<file path="config.mk">
export PLATFORM = sky130hd
export DESIGN_NAME = bbo_snapshot_serializer
export DESIGN_NICKNAME = d
export VERILOG_FILES = /design/src/rtl/bbo_snapshot_serializer_pkg.sv /design/src/rtl/bbo_snapshot_serializer_frame_byte_mux.sv /design/src/rtl/bbo_snapshot_serializer.sv
export SDC_FILE = /design/constraint.sdc
export NUM_CORES = 1
export LEC_CHECK = 0
export ABC_AREA = 1
export ABC_CLOCK_PERIOD_IN_PS = 2200
export CAP_MARGIN = 20
export CORE_ASPECT_RATIO = 1.2
export CORE_MARGIN = 2
export CORE_UTILIZATION = 57
export CTS_CLUSTER_DIAMETER = 100
export DETAILED_ROUTE_END_ITERATION = 10
export GPL_ROUTABILITY_DRIVEN = 0
export PLACE_DENSITY = 0.83
export SYNTH_ARGS = -nofsm -noshare
export SYNTH_HDL_FRONTEND = slang
export SYNTH_SLANG_ARGS = --single-unit
</file>
<file path="constraint.sdc">
create_clock -name clk -period 2.2 [get_ports clk]
set_input_delay 0.22 -clock clk [delete_from_list [all_inputs] [get_ports clk]]
set_output_delay 0.22 -clock clk [all_outputs]
set_load 0.02 [all_outputs]
</file>
<file path="src/rtl/bbo_snapshot_serializer_pkg.sv">
// Shared types and constants for the BBO snapshot serializer.
//   bbo_snapshot_t : best bid/ask price and qty, 32 bits each
//   bbo_state_e    : serializer FSM states
//   xor_bytes32    : XOR of the four bytes of a 32-bit word (checksum helper)
package bbo_snapshot_serializer_pkg;

  typedef struct packed {
    logic [31:0] bid_px;
    logic [31:0] bid_qty;
    logic [31:0] ask_px;
    logic [31:0] ask_qty;
  } bbo_snapshot_t;

  localparam int          BBO_FRAME_LEN = 21;
  localparam logic [7:0]  BBO_SYNC      = 8'hA5;
  localparam logic [7:0]  BBO_MSG_TYPE  = 8'h01;
  localparam logic [4:0]  BBO_LAST_IDX  = 5'(BBO_FRAME_LEN - 1);

  typedef enum logic [1:0] {
    ST_IDLE = 2'd0,
    ST_SEND = 2'd1,
    ST_DONE = 2'd2
  } bbo_state_e;

  function automatic logic [7:0] xor_bytes32(input logic [31:0] w);
    return w[7:0] ^ w[15:8] ^ w[23:16] ^ w[31:24];
  endfunction

endpackage

</file>
<file path="src/rtl/bbo_snapshot_serializer_frame_byte_mux.sv">
// Combinational frame byte selector: maps (snapshot, seq, byte index) to the
// byte presented on the stream, including the trailing checksum.
//   snap_i : frame shadow snapshot
//   seq_i  : sequence number stamped into bytes 2-3
//   idx_i  : byte index 0..20
//   byte_o : selected frame byte (0 for out-of-range index)
module bbo_frame_byte_mux
  import bbo_snapshot_serializer_pkg::*;
#(
  parameter logic [7:0] SYNC_BYTE = BBO_SYNC,
  parameter logic [7:0] MSG_TYPE  = BBO_MSG_TYPE
) (
  input  bbo_snapshot_t snap_i,
  input  logic [15:0]   seq_i,
  input  logic [4:0]    idx_i,
  output logic [7:0]    byte_o
);

  logic [4:0]  off;
  logic [31:0] word;
  logic [7:0]  csum;

  // Payload bytes 4..19 are four little-endian words; off selects word/byte.
  assign off = idx_i - 5'd4;

  always_comb begin
    word = 32'h0;
    case (off[3:2])
      2'd0:    word = snap_i.bid_px;
      2'd1:    word = snap_i.bid_qty;
      2'd2:    word = snap_i.ask_px;
      default: word = snap_i.ask_qty;
    endcase
  end

  // XOR of bytes 1..19, derived directly from the stable shadow and seq.
  assign csum = MSG_TYPE ^ seq_i[7:0] ^ seq_i[15:8]
              ^ xor_bytes32(snap_i.bid_px) ^ xor_bytes32(snap_i.bid_qty)
              ^ xor_bytes32(snap_i.ask_px) ^ xor_bytes32(snap_i.ask_qty);

  always_comb begin
    byte_o = 8'h00;
    if (idx_i == 5'd0)              byte_o = SYNC_BYTE;
    else if (idx_i == 5'd1)         byte_o = MSG_TYPE;
    else if (idx_i == 5'd2)         byte_o = seq_i[7:0];
    else if (idx_i == 5'd3)         byte_o = seq_i[15:8];
    else if (idx_i <= 5'd19)        byte_o = word[8*off[1:0] +: 8];
    else if (idx_i == BBO_LAST_IDX) byte_o = csum;
  end

endmodule

</file>
<file path="src/rtl/bbo_snapshot_serializer.sv">
// Top-of-book snapshot serializer. Captures best bid/ask on each book update
// strobe, drops unchanged snapshots, coalesces bursts into one pending slot
// and streams each snapshot as a 21-byte framed message.
//   clk, rst                      : clock, synchronous active-high reset
//   book_update, best_*           : snapshot strobe and fields
//   m_axis_tdata/tvalid/tready/tlast : byte stream out
//   busy                          : frame in flight or snapshot pending
//   frames_sent, snaps_coalesced  : wrapping event counters
//
// state   | meaning
// --------+-----------------------------------------------------
// ST_IDLE | waiting; loads shadow from pending when pending set
// ST_SEND | presenting byte[idx], advances on handshake
// ST_DONE | frame complete; bump frames_sent and seq
module bbo_snapshot_serializer
  import bbo_snapshot_serializer_pkg::*;
#(
  parameter logic [7:0] SYNC_BYTE    = BBO_SYNC,
  parameter logic [7:0] MSG_TYPE     = BBO_MSG_TYPE,
  parameter bit         SUPPRESS_DUP = 1'b1
) (
  input  logic        clk,
  input  logic        rst,
  input  logic        book_update,
  input  logic [31:0] best_bid_price,
  input  logic [31:0] best_bid_qty,
  input  logic [31:0] best_ask_price,
  input  logic [31:0] best_ask_qty,
  output logic [7:0]  m_axis_tdata,
  output logic        m_axis_tvalid,
  input  logic        m_axis_tready,
  output logic        m_axis_tlast,
  output logic        busy,
  output logic [31:0] frames_sent,
  output logic [31:0] snaps_coalesced
);

  bbo_state_e    state_q, state_d;
  logic [4:0]    idx_q, idx_d;
  logic [15:0]   seq_q, seq_d;
  logic          pending_q, pending_d;
  bbo_snapshot_t pend_snap_q, pend_snap_d;
  bbo_snapshot_t last_snap_q, last_snap_d;
  bbo_snapshot_t shadow_q, shadow_d;
  logic [31:0]   frames_q, frames_d;
  logic [31:0]   coal_q, coal_d;

  bbo_snapshot_t snap_in;
  logic          is_dup, capture, consume;
  logic [7:0]    mux_byte;

  assign snap_in = {best_bid_price, best_bid_qty, best_ask_price, best_ask_qty};
  assign is_dup  = SUPPRESS_DUP && (snap_in == last_snap_q);
  assign capture = book_update && !is_dup;
  assign consume = (state_q == ST_IDLE) && pending_q;

  always_ff @(posedge clk) begin
    if (rst) begin
      state_q     <= ST_IDLE;
      idx_q       <= '0;
      seq_q       <= '0;
      pending_q   <= 1'b0;
      pend_snap_q <= '0;
      last_snap_q <= '0;
      shadow_q    <= '0;
      frames_q    <= '0;
      coal_q      <= '0;
    end else begin
      state_q     <= state_d;
      idx_q       <= idx_d;
      seq_q       <= seq_d;
      pending_q   <= pending_d;
      pend_snap_q <= pend_snap_d;
      last_snap_q <= last_snap_d;
      shadow_q    <= shadow_d;
      frames_q    <= frames_d;
      coal_q      <= coal_d;
    end
  end

  always_comb begin
    state_d     = state_q;
    idx_d       = idx_q;
    seq_d       = seq_q;
    pending_d   = pending_q;
    pend_snap_d = pend_snap_q;
    last_snap_d = last_snap_q;
    shadow_d    = shadow_q;
    frames_d    = frames_q;
    coal_d      = coal_q;

    case (state_q)
      ST_IDLE: begin
        if (pending_q) begin
          shadow_d  = pend_snap_q;
          idx_d     = '0;
          pending_d = 1'b0;
          state_d   = ST_SEND;
        end
      end
      ST_SEND: begin
        if (m_axis_tready) begin
          if (idx_q == BBO_LAST_IDX) state_d = ST_DONE;
          else                       idx_d   = idx_q + 5'd1;
        end
      end
      ST_DONE: begin
        frames_d = frames_q + 32'd1;
        seq_d    = seq_q + 16'd1;
        state_d  = ST_IDLE;
      end
      default: state_d = ST_IDLE;
    endcase

    // A capture in the same cycle as a consume refills pending without
    // counting as a coalesce; the old pending value already went to shadow.
    if (capture) begin
      pend_snap_d = snap_in;
      last_snap_d = snap_in;
      pending_d   = 1'b1;
      if (pending_q && !consume) coal_d = coal_q + 32'd1;
    end
  end

  bbo_frame_byte_mux #(
    .SYNC_BYTE(SYNC_BYTE),
    .MSG_TYPE (MSG_TYPE)
  ) u_byte_mux (
    .snap_i(shadow_q),
    .seq_i (seq_q),
    .idx_i (idx_q),
    .byte_o(mux_byte)
  );

  assign m_axis_tvalid   = (state_q == ST_SEND);
  assign m_axis_tdata    = m_axis_tvalid ? mux_byte : 8'h00;
  assign m_axis_tlast    = m_axis_tvalid && (idx_q == BBO_LAST_IDX);
  assign busy            = (state_q != ST_IDLE) || pending_q;
  assign frames_sent     = frames_q;
  assign snaps_coalesced = coal_q;

endmodule
</file>
==> insert_results.sql, run 1 <==
INSERT INTO impl_metrics (metric_group, metric, value, unit) VALUES
('final_layout', 'insertedDiodeCount', '0', ''),
('clocking', 'cts_tree', 'built', ''),
('setup_path', 'critical_path.reg2reg.startpoint', 'last_snap_q[3]', ''),
('placement', 'placed_cells', '3354', ''),
('setup_path', 'type_of_destination_of_the_critical_path', 'output port', ''),
('final_layout', 'layout-drive-gt1-share', '19.7', '%'),
('floorplan', 'num_io_pins', '207', ''),
('sta', 'finalWorstPathRequiredPeriod', '2.71', 'ns'),
('drt', 'avgRoutedWirePerCell', '20.2', 'µm'),
('setup_path', 'cp.arrival', '2.49', 'ns'),
('setup_path', 'cp_max_fo', '5', ''),
('synth', 'netlist-cell-type-count', '44', ''),
('synth', 'ys_warn_count', '0', ''),
('setup_path', 'critical_path_buf_inv_count', '3', ''),
('drt', 'routed_via_density', '6.02', ''),
('global_route', 'pin_count_of_the_biggest_net_entering_global_routing', '104', ''),
('pwr', 'internal_power', '11.7', 'mW'),
('drt', 'antenna_left', '0', ''),
('pwr', 'ir_worst_vdd', '0.641', 'mV'),
('final_layout', 'layout.cell_area.non_filler', '0.0249', 'mm²'),
('pwr', 'p_leak', '10.3', 'nW'),
('sta', 'fmax', '0.370', 'GHz'),
('pwr', 'finalPower', '16.8', 'mW'),
('clocking', 'clkSlewWorstSetupHoldPaths', '0.06', 'ns'),
('pwr', 'power.switching', '5.02', 'mW'),
('synth', 'synth.net_count', '2780', ''),
('global_route', 'wire_length_of_the_first_global_routing_pass', '95300', 'µm'),
('setup_path', 'ordered_list_of_cells_on_the_worst_path', 'buf_4, nand2_8, clkinvlp_4, nand2_1, nand4_1, o21ai_0, nand2_1, nand4_1, a21oi_2, nand2_2, a21oi_2, buf_6', ''),
('setup_path', 'critical_path.top_delay_family', 'simple AND/OR/NAND/NOR gates', ''),
('drt', 'drt_iter0_drc', '2584', ''),
('clocking', 'cts_root_buffer', 'sky130_fd_sc_hd__clkbuf_16', ''),
('synth', 'number_of_register_bits_inferred_by_synthesis', '344', ''),
('pwr', 'p_sw_share', '29.9', '%'),
('global_route', 'overflow', '0', ''),
('outcome', 'failed_checks', 'setup timing', ''),
('sta', 'pins_over_their_slew_limit', '0', ''),
('clocking', 'clock_latency_on_the_worst_skew_pair', '0.53', 'ns'),
('drt', 'detail_route.drc_violations', '0', ''),
('floorplan', 'effective_utilization_at_floorplan', '57.8', '%'),
('clocking', 'cts_buffers', '35', ''),
('sta', 'setup_total_negative_slack', '-12.42', 'ns'),
('setup_path', 'critical_path.reg2reg.endpoint', 'snaps_coalesced[23]', ''),
('outcome', 'run_status', 'finished with violations', ''),
('final_layout', 'instances_no_fill', '3454', ''),
('setup_path', 'worst_r2r_setup_slack', '-0.19', 'ns'),
('setup_path', 'required', '1.98', 'ns'),
('sta', 'min_period_over_period', '123', '%'),
('sta', 'final.setup.worst_slack', '-0.506', 'ns'),
('clocking', 'clk_path_buf_depth', '3', ''),
('pwr', 'clockPowerShare', '36.3', '%'),
('min_path', 'min-delay-path-class', 'primary input to flip-flop', ''),
('sta', 'grt_setup_unrepaired', 'yes', ''),
('setup_path', 'max_stage_delay', '0.38', 'ns'),
('sta', 'worst-slew-pin-transition', '0.864', 'ns'),
('sta', 'worst_clock_skew', '0.0171', 'ns'),
('sta', 'timing.slew.headroom', '42.4', '%'),
('global_route', 'antenna_found_initial', '0', ''),
('setup_path', 'cp.depth', '12', ''),
('floorplan', 'die_x', '167', 'µm'),
('synth', 'netlist_area', '0.0181', 'mm²'),
('floorplan', 'die_height', '199', 'µm'),
('floorplan', 'floorplan.core_area', '0.0314', 'mm²'),
('floorplan', 'rows', '71', ''),
('pwr', 'pwr-share-comb', '22.1', '%'),
('final_layout', 'syn_to_final_growth', '37.5', '%'),
('sta', 'finalSetupViolations', '167', ''),
('final_layout', 'utilization', '79.4', '%'),
('setup_path', 'criticalPathCategory', 'flip-flop to output port', ''),
('global_route', 'vias_in_the_first_global_route', '18900', ''),
('setup_path', 'critical_path.startpoint_type', 'flip-flop', ''),
('final_layout', 'finish.net_count', '3173', '');
## cells in the mapped netlist
cell / number / area share, %
sky130_fd_sc_hd__clkbuf_1: 70 / 1.5
sky130_fd_sc_hd__o21ai_0: 296 / 8.2
sky130_fd_sc_hd__nor4_1: 13 / 0.45
sky130_fd_sc_hd__xor2_1: 70 / 3.4
sky130_fd_sc_hd__nand4_2: 1 / 0.069
sky130_fd_sc_hd__inv_1: 158 / 3.3
sky130_fd_sc_hd__nor2_1: 600 / 12
sky130_fd_sc_hd__nand3b_1: 4 / 0.17
sky130_fd_sc_hd__o211ai_1: 1 / 0.041
sky130_fd_sc_hd__o21a_1: 5 / 0.21
sky130_fd_sc_hd__o21ai_1: 2 / 0.055
sky130_fd_sc_hd__a21oi_1: 117 / 3.2
sky130_fd_sc_hd__nand3_1: 97 / 2.7
sky130_fd_sc_hd__o2111ai_1: 6 / 0.29
sky130_fd_sc_hd__nor3_1: 43 / 1.2
sky130_fd_sc_hd__or3b_1: 1 / 0.048
sky130_fd_sc_hd__nand2_1: 485 / 10
sky130_fd_sc_hd__nor3_2: 4 / 0.22
sky130_fd_sc_hd__nor3_4: 1 / 0.090
sky130_fd_sc_hd__nor4_2: 1 / 0.069
sky130_fd_sc_hd__o22ai_1: 6 / 0.21
sky130_fd_sc_hd__clkinv_1: 2 / 0.041
sky130_fd_sc_hd__nand2b_1: 5 / 0.17
sky130_fd_sc_hd__ha_1: 7 / 0.48
sky130_fd_sc_hd__or2_2: 4 / 0.14
sky130_fd_sc_hd__buf_2: 25 / 0.69
sky130_fd_sc_hd__and3_1: 1 / 0.035
sky130_fd_sc_hd__a31oi_1: 1 / 0.035
sky130_fd_sc_hd__nor2_4: 2 / 0.12
sky130_fd_sc_hd__nand2_2: 4 / 0.14
sky130_fd_sc_hd__o221ai_1: 5 / 0.24
sky130_fd_sc_hd__nand4_1: 29 / 1.0
sky130_fd_sc_hd__xnor2_1: 185 / 8.9
sky130_fd_sc_hd__a21oi_4: 1 / 0.090
sky130_fd_sc_hd__nor3b_1: 7 / 0.29
sky130_fd_sc_hd__a211oi_1: 4 / 0.17
sky130_fd_sc_hd__nor2_2: 3 / 0.10
sky130_fd_sc_hd__buf_1: 2 / 0.041
sky130_fd_sc_hd__buf_6: 14 / 0.87
sky130_fd_sc_hd__a21boi_4: 1 / 0.10
sky130_fd_sc_hd__buf_4: 8 / 0.33
sky130_fd_sc_hd__o31ai_1: 1 / 0.041
sky130_fd_sc_hd__inv_2: 5 / 0.10
sky130_fd_sc_hd__dfxtp_1: 344 / 38
## layout make-up
cell class / instances / area, µm²
Multi-Input combinational cell: 2013 / 10900
Clock buffer: 49 / 1050
Sequential cell: 344 / 6960
Clock inverter: 7 / 88.8
Tap cell: 401 / 502
Timing Repair inverter: 1 / 7.51
Fill cell: 1880 / 6450
Inverter: 165 / 653
Timing Repair Buffer: 474 / 4760
## power groups by stage
stage                     sequential [mW]  clock [mW]  combinational (mW)
after floorplan                      6.95           0                1.79
after global placement               7.01           0                2.92
after detailed placement             7.04           0                3.01
after CTS                            6.92        6.04                3.16
after global routing                 7.00        6.32                3.95
final                                6.97        6.08                3.71
## metal layers
layer	vias up	track usage [%]	part of all wire, %
met5	-	0	0
met4	0	21.3	8.5
met3	491	6.08	12
met2	1558	60.5	46
met1	9491	41.4	34
li1	9256	-	-
## timing repair
item	in CTS	in global routing
pin swaps	22	67
hold buffers	0	0
endpoints found under the setup margin	171	172
gates cloned	3	22
buffers inserted	11	10
resized for setup	151	312
## logic make-up after synthesis
logic type | share of synthesized area [%]
buf+inv | 6.80
flops | 38.0
simple gates | 29.5
xor+xnor | 12.3
fa+ha+maj | 0.484
compound gates | 12.9
## state kept, by name, indices dropped and copies added (netlist names)
register	flops
frames_sent	32
idx_q	5
last_snap_q	128
pending_q	1
seq_q	16
shadow_q	128
snaps_coalesced	32
state_q	2
## per-stage QoR
step                      setup WS [ns]  hold WS (ns)
after floorplan                0.000840         0.355
after global placement           -0.631         0.476
after detailed placement         -0.654         0.499
after CTS                        -0.367        0.0790
after global routing             -0.589        0.0955
final                            -0.506        0.0736
## cells in the final DEF, fill, tap and decap left out, types with 7 or more instances in the layout
cell                              count
sky130_fd_sc_hd__ha_1                 7
sky130_fd_sc_hd__buf_4              212
sky130_fd_sc_hd__nand2_2             42
sky130_fd_sc_hd__xnor2_2              9
sky130_fd_sc_hd__xor2_1              64
sky130_fd_sc_hd__dfxtp_1            300
sky130_fd_sc_hd__nor2_2              21
sky130_fd_sc_hd__nor3_1              32
sky130_fd_sc_hd__nand2_1            431
sky130_fd_sc_hd__buf_6               23
sky130_fd_sc_hd__inv_1              142
sky130_fd_sc_hd__nor4_1              13
sky130_fd_sc_hd__a21oi_1             82
sky130_fd_sc_hd__a21oi_2             34
sky130_fd_sc_hd__buf_12              20
sky130_fd_sc_hd__nor3_2              13
sky130_fd_sc_hd__nand2_4             14
sky130_fd_sc_hd__dfxtp_2             38
sky130_fd_sc_hd__nor2_1             574
sky130_fd_sc_hd__nor2_4              10
sky130_fd_sc_hd__clkdlybuf4s50_1    196
sky130_fd_sc_hd__nand3_1             85
sky130_fd_sc_hd__clkbuf_16           52
sky130_fd_sc_hd__nand4_1             29
sky130_fd_sc_hd__inv_2               17
sky130_fd_sc_hd__clkbuf_8             8
sky130_fd_sc_hd__xnor2_1            174
sky130_fd_sc_hd__nand3_2             12
sky130_fd_sc_hd__o21ai_2             16
sky130_fd_sc_hd__o21ai_0            202
sky130_fd_sc_hd__o21ai_1             77
## how the worst max path moves through the flow
stage                                     end        startpoint  slack [ns]
after floorplan               m_axis_tdata[5]          idx_q[0]      0.0008
after global placement    snaps_coalesced[18]  best_ask_qty[31]       -0.63
after detailed placement  snaps_coalesced[18]  best_ask_qty[31]       -0.65
after CTS                     m_axis_tdata[5]          idx_q[2]       -0.37
after global routing          m_axis_tdata[2]      shadow_q[34]       -0.59
final                         m_axis_tdata[1]          idx_q[2]       -0.51
## worst register-to-register path, stage by stage, from the launching register on
cell and delay (ns):
sky130_fd_sc_hd__dfxtp_1 0.35, sky130_fd_sc_hd__xnor2_1 0.26, sky130_fd_sc_hd__nand2_1 0.09, sky130_fd_sc_hd__nor2_1 0.10
sky130_fd_sc_hd__nand2_1 0.10, sky130_fd_sc_hd__nor2_4 0.15, sky130_fd_sc_hd__nand2_4 0.10, sky130_fd_sc_hd__nor2_4 0.20
sky130_fd_sc_hd__a21boi_4 0.11, sky130_fd_sc_hd__buf_12 0.15, sky130_fd_sc_hd__buf_12 0.15, sky130_fd_sc_hd__nand2_8 0.10
sky130_fd_sc_hd__clkbuf_16 0.17, sky130_fd_sc_hd__nand2_1 0.08, sky130_fd_sc_hd__a21oi_1 0.19
Power figures use the tool's default switching activity.
==> inputs of run 2 (changes only) <==
Settings changed: CORE_UTILIZATION 57 to 50, CTS_BUF_LIST set to sky130_fd_sc_hd__clkbuf_8, PLACE_DENSITY 0.83 to 0.74.
==> insert_results.sql, run 2 (synthesis results as in run 1) <==
INSERT INTO impl_metrics (metric_group, metric, value, unit) VALUES
('outcome', 'run_status', 'finished with violations', ''),
('outcome', 'failed_checks', 'setup timing', ''),
('sta', 'setup_total_negative_slack', '-27.33', 'ns'),
('sta', 'fmax', '0.365', 'GHz'),
('clocking', 'cts_tree', 'built', ''),
('sta', 'worst-slew-pin-transition', '0.888', 'ns'),
('global_route', 'globalRouteTotalUtil', '31.0', '%'),
('drt', 'via_count', '20300', ''),
('drt', 'routed_wire_length', '68800', 'µm'),
('floorplan', 'die_height', '212', 'µm'),
('setup_path', 'critical_path.reg2reg.startpoint', 'last_snap_q[1]', ''),
('floorplan', 'num_io_pins', '207', ''),
('final_layout', 'largest_registers', 'last_snap_q: 128 flops, shadow_q: 128 flops', ''),
('floorplan', 'die_x', '178', 'µm'),
('setup_path', 'worst_r2r_setup_slack', '-0.26', 'ns'),
('setup_path', 'cp.arrival', '2.52', 'ns'),
('pwr', 'p_leak', '10.6', 'nW'),
('setup_path', 'endpoint', 'm_axis_tdata[5]', ''),
('placement', 'place_hpwl', '43000', 'µm'),
('min_path', 'min-delay-path-class', 'primary input to flip-flop', ''),
('placement', 'placed_cell_area', '0.0221', 'mm²'),
('drt', 'detail_route.drc_violations', '0', ''),
('setup_path', 'timing.reg2reg.worst_path_depth', '14', ''),
('pwr', 'ir_worst_vdd', '0.460', 'mV'),
('job', 'drv.max_cap_violation_count', '0', ''),
('clocking', 'cts_max_level', '2', ''),
('floorplan', 'dieArea', '0.0378', 'mm²'),
('clocking', 'cts_root_buffer', 'sky130_fd_sc_hd__clkbuf_8', ''),
('floorplan', 'effective_utilization_at_floorplan', '50.5', '%'),
('setup_path', 'criticalPathCategory', 'flip-flop to output port', ''),
('final_layout', 'layout-drive-gt1-share', '24.9', '%'),
('sta', 'pins_over_their_slew_limit', '0', ''),
('setup_path', 'critical_path.reg2reg.endpoint', 'last_snap_q[88]', ''),
('final_layout', 'layout.cell_area.non_filler', '0.0260', 'mm²'),
('sta', 'finalWorstPathRequiredPeriod', '2.74', 'ns'),
('pwr', 'power_per_cell_area', '632', 'mW/mm²'),
('min_path', 'min_from', 'rst', ''),
('final_layout', 'utilization', '72.5', '%'),
('sta', 'min_period_over_period', '125', '%'),
('placement', 'portBuffers', '206', ''),
('setup_path', 'required', '1.98', 'ns'),
('sta', 'final.setup.worst_slack', '-0.539', 'ns'),
('setup_path', 'cp_max_fo', '3', ''),
('global_route', 'wire_length_of_the_first_global_routing_pass', '94100', 'µm'),
('drt', 'drt_pre_antenna_iters', '7', ''),
('final_layout', 'syn_to_final_growth', '43.4', '%'),
('clocking', 'clkSinkCount', '344', ''),
('final_layout', 'finish.net_count', '3211', ''),
('clocking', 'clock_latency_on_the_worst_skew_pair', '0.64', 'ns'),
('final_layout', 'layout_common_cells', '498 x sky130_fd_sc_hd__nor2_1, 442 x sky130_fd_sc_hd__nand2_1, 305 x sky130_fd_sc_hd__dfxtp_1, 216 x sky130_fd_sc_hd__buf_4, 195 x sky130_fd_sc_hd__clkdlybuf4s50_1', ''),
('setup_path', 'critical_path.startpoint_type', 'flip-flop', ''),
('drt', 'antenna_left', '0', ''),
('sta', 'worst_clock_skew', '0.0396', 'ns'),
('global_route', 'overflow', '0', ''),
('floorplan', 'rows', '76', ''),
('global_route', 'antenna_found_initial', '0', ''),
('final_layout', 'layout.cells.most_common', 'sky130_fd_sc_hd__nor2_1', ''),
('clocking', 'cts_hold_repair.buffers', '0', ''),
('global_route', 'vias_in_the_first_global_route', '18800', ''),
('sta', 'report.final.hold_viol_count', '0', ''),
('clocking', 'clk_path_buf_depth', '3', ''),
('sta', 'grt_setup_unrepaired', 'yes', ''),
('sta', 'timing.slew.headroom', '40.8', '%'),
('global_route', 'pin_count_of_the_biggest_net_entering_global_routing', '104', ''),
('drt', 'avgRoutedWirePerCell', '19.2', 'µm'),
('drt', 'routed_via_density', '5.68', ''),
('setup_path', 'type_of_destination_of_the_critical_path', 'output port', ''),
('clocking', 'cts_buffers', '54', ''),
('final_layout', 'n_fill_cell', '2613', ''),
('floorplan', 'floorplan.core_area', '0.0358', 'mm²'),
('sta', 'finalSetupViolations', '169', ''),
('clocking', 'clkSlewWorstSetupHoldPaths', '0.07', 'ns'),
('drt', 'drt_iter0_drc', '1970', ''),
('setup_path', 'crit_path_start', 'shadow_q[93]', '');
[run 2: cell types whose count changed in the layout (fill, tap and decap cells not counted), moves of 13 or more]
cell / previous run / this run
sky130_fd_sc_hd__nand3_2: 12 / 25
sky130_fd_sc_hd__nor2_1: 574 / 498
sky130_fd_sc_hd__clkbuf_8: 8 / 68
sky130_fd_sc_hd__nor2_2: 21 / 64
sky130_fd_sc_hd__clkbuf_16: 52 / 25
sky130_fd_sc_hd__nand3_1: 85 / 63
sky130_fd_sc_hd__o21ai_1: 77 / 56
sky130_fd_sc_hd__nor2_4: 10 / 43
sky130_fd_sc_hd__o21ai_2: 16 / 49
sky130_fd_sc_hd__inv_1: 142 / 158
sky130_fd_sc_hd__o21ai_0: 202 / 188
[run 2: metal layers]
metal | GRT usage (%) | part of all wire [%] | vias up
met5 | 0 | 0 | -
met4 | 18.0 | 7.4 | 0
met3 | 5.28 | 9.3 | 355
met2 | 52.6 | 47 | 1119
met1 | 36.9 | 36 | 9508
li1 | - | - | 9347
[run 2: worst max-delay path, cell delays in order (launching register included)]
cell and delay (ns):
sky130_fd_sc_hd__dfxtp_1 0.33, sky130_fd_sc_hd__inv_1 0.10, sky130_fd_sc_hd__nand2_1 0.08, sky130_fd_sc_hd__nand2_1 0.07, sky130_fd_sc_hd__nand2_1 0.07, sky130_fd_sc_hd__nand2_2 0.16, sky130_fd_sc_hd__inv_1 0.07, sky130_fd_sc_hd__nand2_1 0.06
sky130_fd_sc_hd__nand3_1 0.09, sky130_fd_sc_hd__nand2_1 0.07, sky130_fd_sc_hd__nand2_1 0.05, sky130_fd_sc_hd__nand2_1 0.07, sky130_fd_sc_hd__nand2_1 0.06, sky130_fd_sc_hd__nand2_1 0.06, sky130_fd_sc_hd__nand2_1 0.05, sky130_fd_sc_hd__nand2_1 0.05
sky130_fd_sc_hd__nand2_1 0.07, sky130_fd_sc_hd__a21oi_2 0.20, sky130_fd_sc_hd__buf_4 0.18
[run 2: worst min path at each step]
stage / to / slack (ns) / cells past startpoint
finish: last_snap_q[45] / 0.03 / 4
global route: last_snap_q[39] / 0.04 / 4
CTS: frames_sent[4] / 0.01 / 4
detailed placement: idx_q[0] / 0.47 / 2
global placement: idx_q[0] / 0.46 / 2
floorplan: last_snap_q[45] / 0.35 / 2
[run 2: repair_timing]
action	in CTS	in global routing
cloned	3	39
setup endpoints to repair	171	177
hold endpoints to repair	0	0
pin swaps	22	126
resized for setup	144	525
buffers inserted	3	15
[run 2: report_power, final]
| part | internal (mW) | switching (mW) | total (mW) |
|---|---|---|---|
| logic | 1.72 | 2.10 | 3.81 |
| clock network | 2.99 | 2.65 | 5.64 |
| registers | 6.59 | 0.377 | 6.97 |
[run 2: stage by stage]
stage	hold slack [ns]	power (mW)	instances	setup WS (ns)
6_report	0.0273	16.4	3577	-0.539
5_1_grt	0.0442	17.0	3576	-0.671
2_1_floorplan	0.355	8.74	2641	0.000840
4_1_cts	0.0143	15.7	3527	-0.471
3_3_place_gp	0.462	9.99	3429	-0.794
3_5_place_dp	0.474	10.1	3429	-0.808
[run 2: layout make-up]
class                           instances  area, µm²  area share [%]
Antenna cell                            1       2.50         0.00963
Clock buffer                           68        936            3.60
Clock inverter                         24        158           0.607
Inverter                              165        646            2.49
Multi-Input combinational cell       2013      11600            44.5
Sequential cell                       344       6940            26.7
Tap cell                              468        586            2.25
Timing Repair Buffer                  493       5130            19.8
Timing Repair inverter                  1       7.51          0.0289
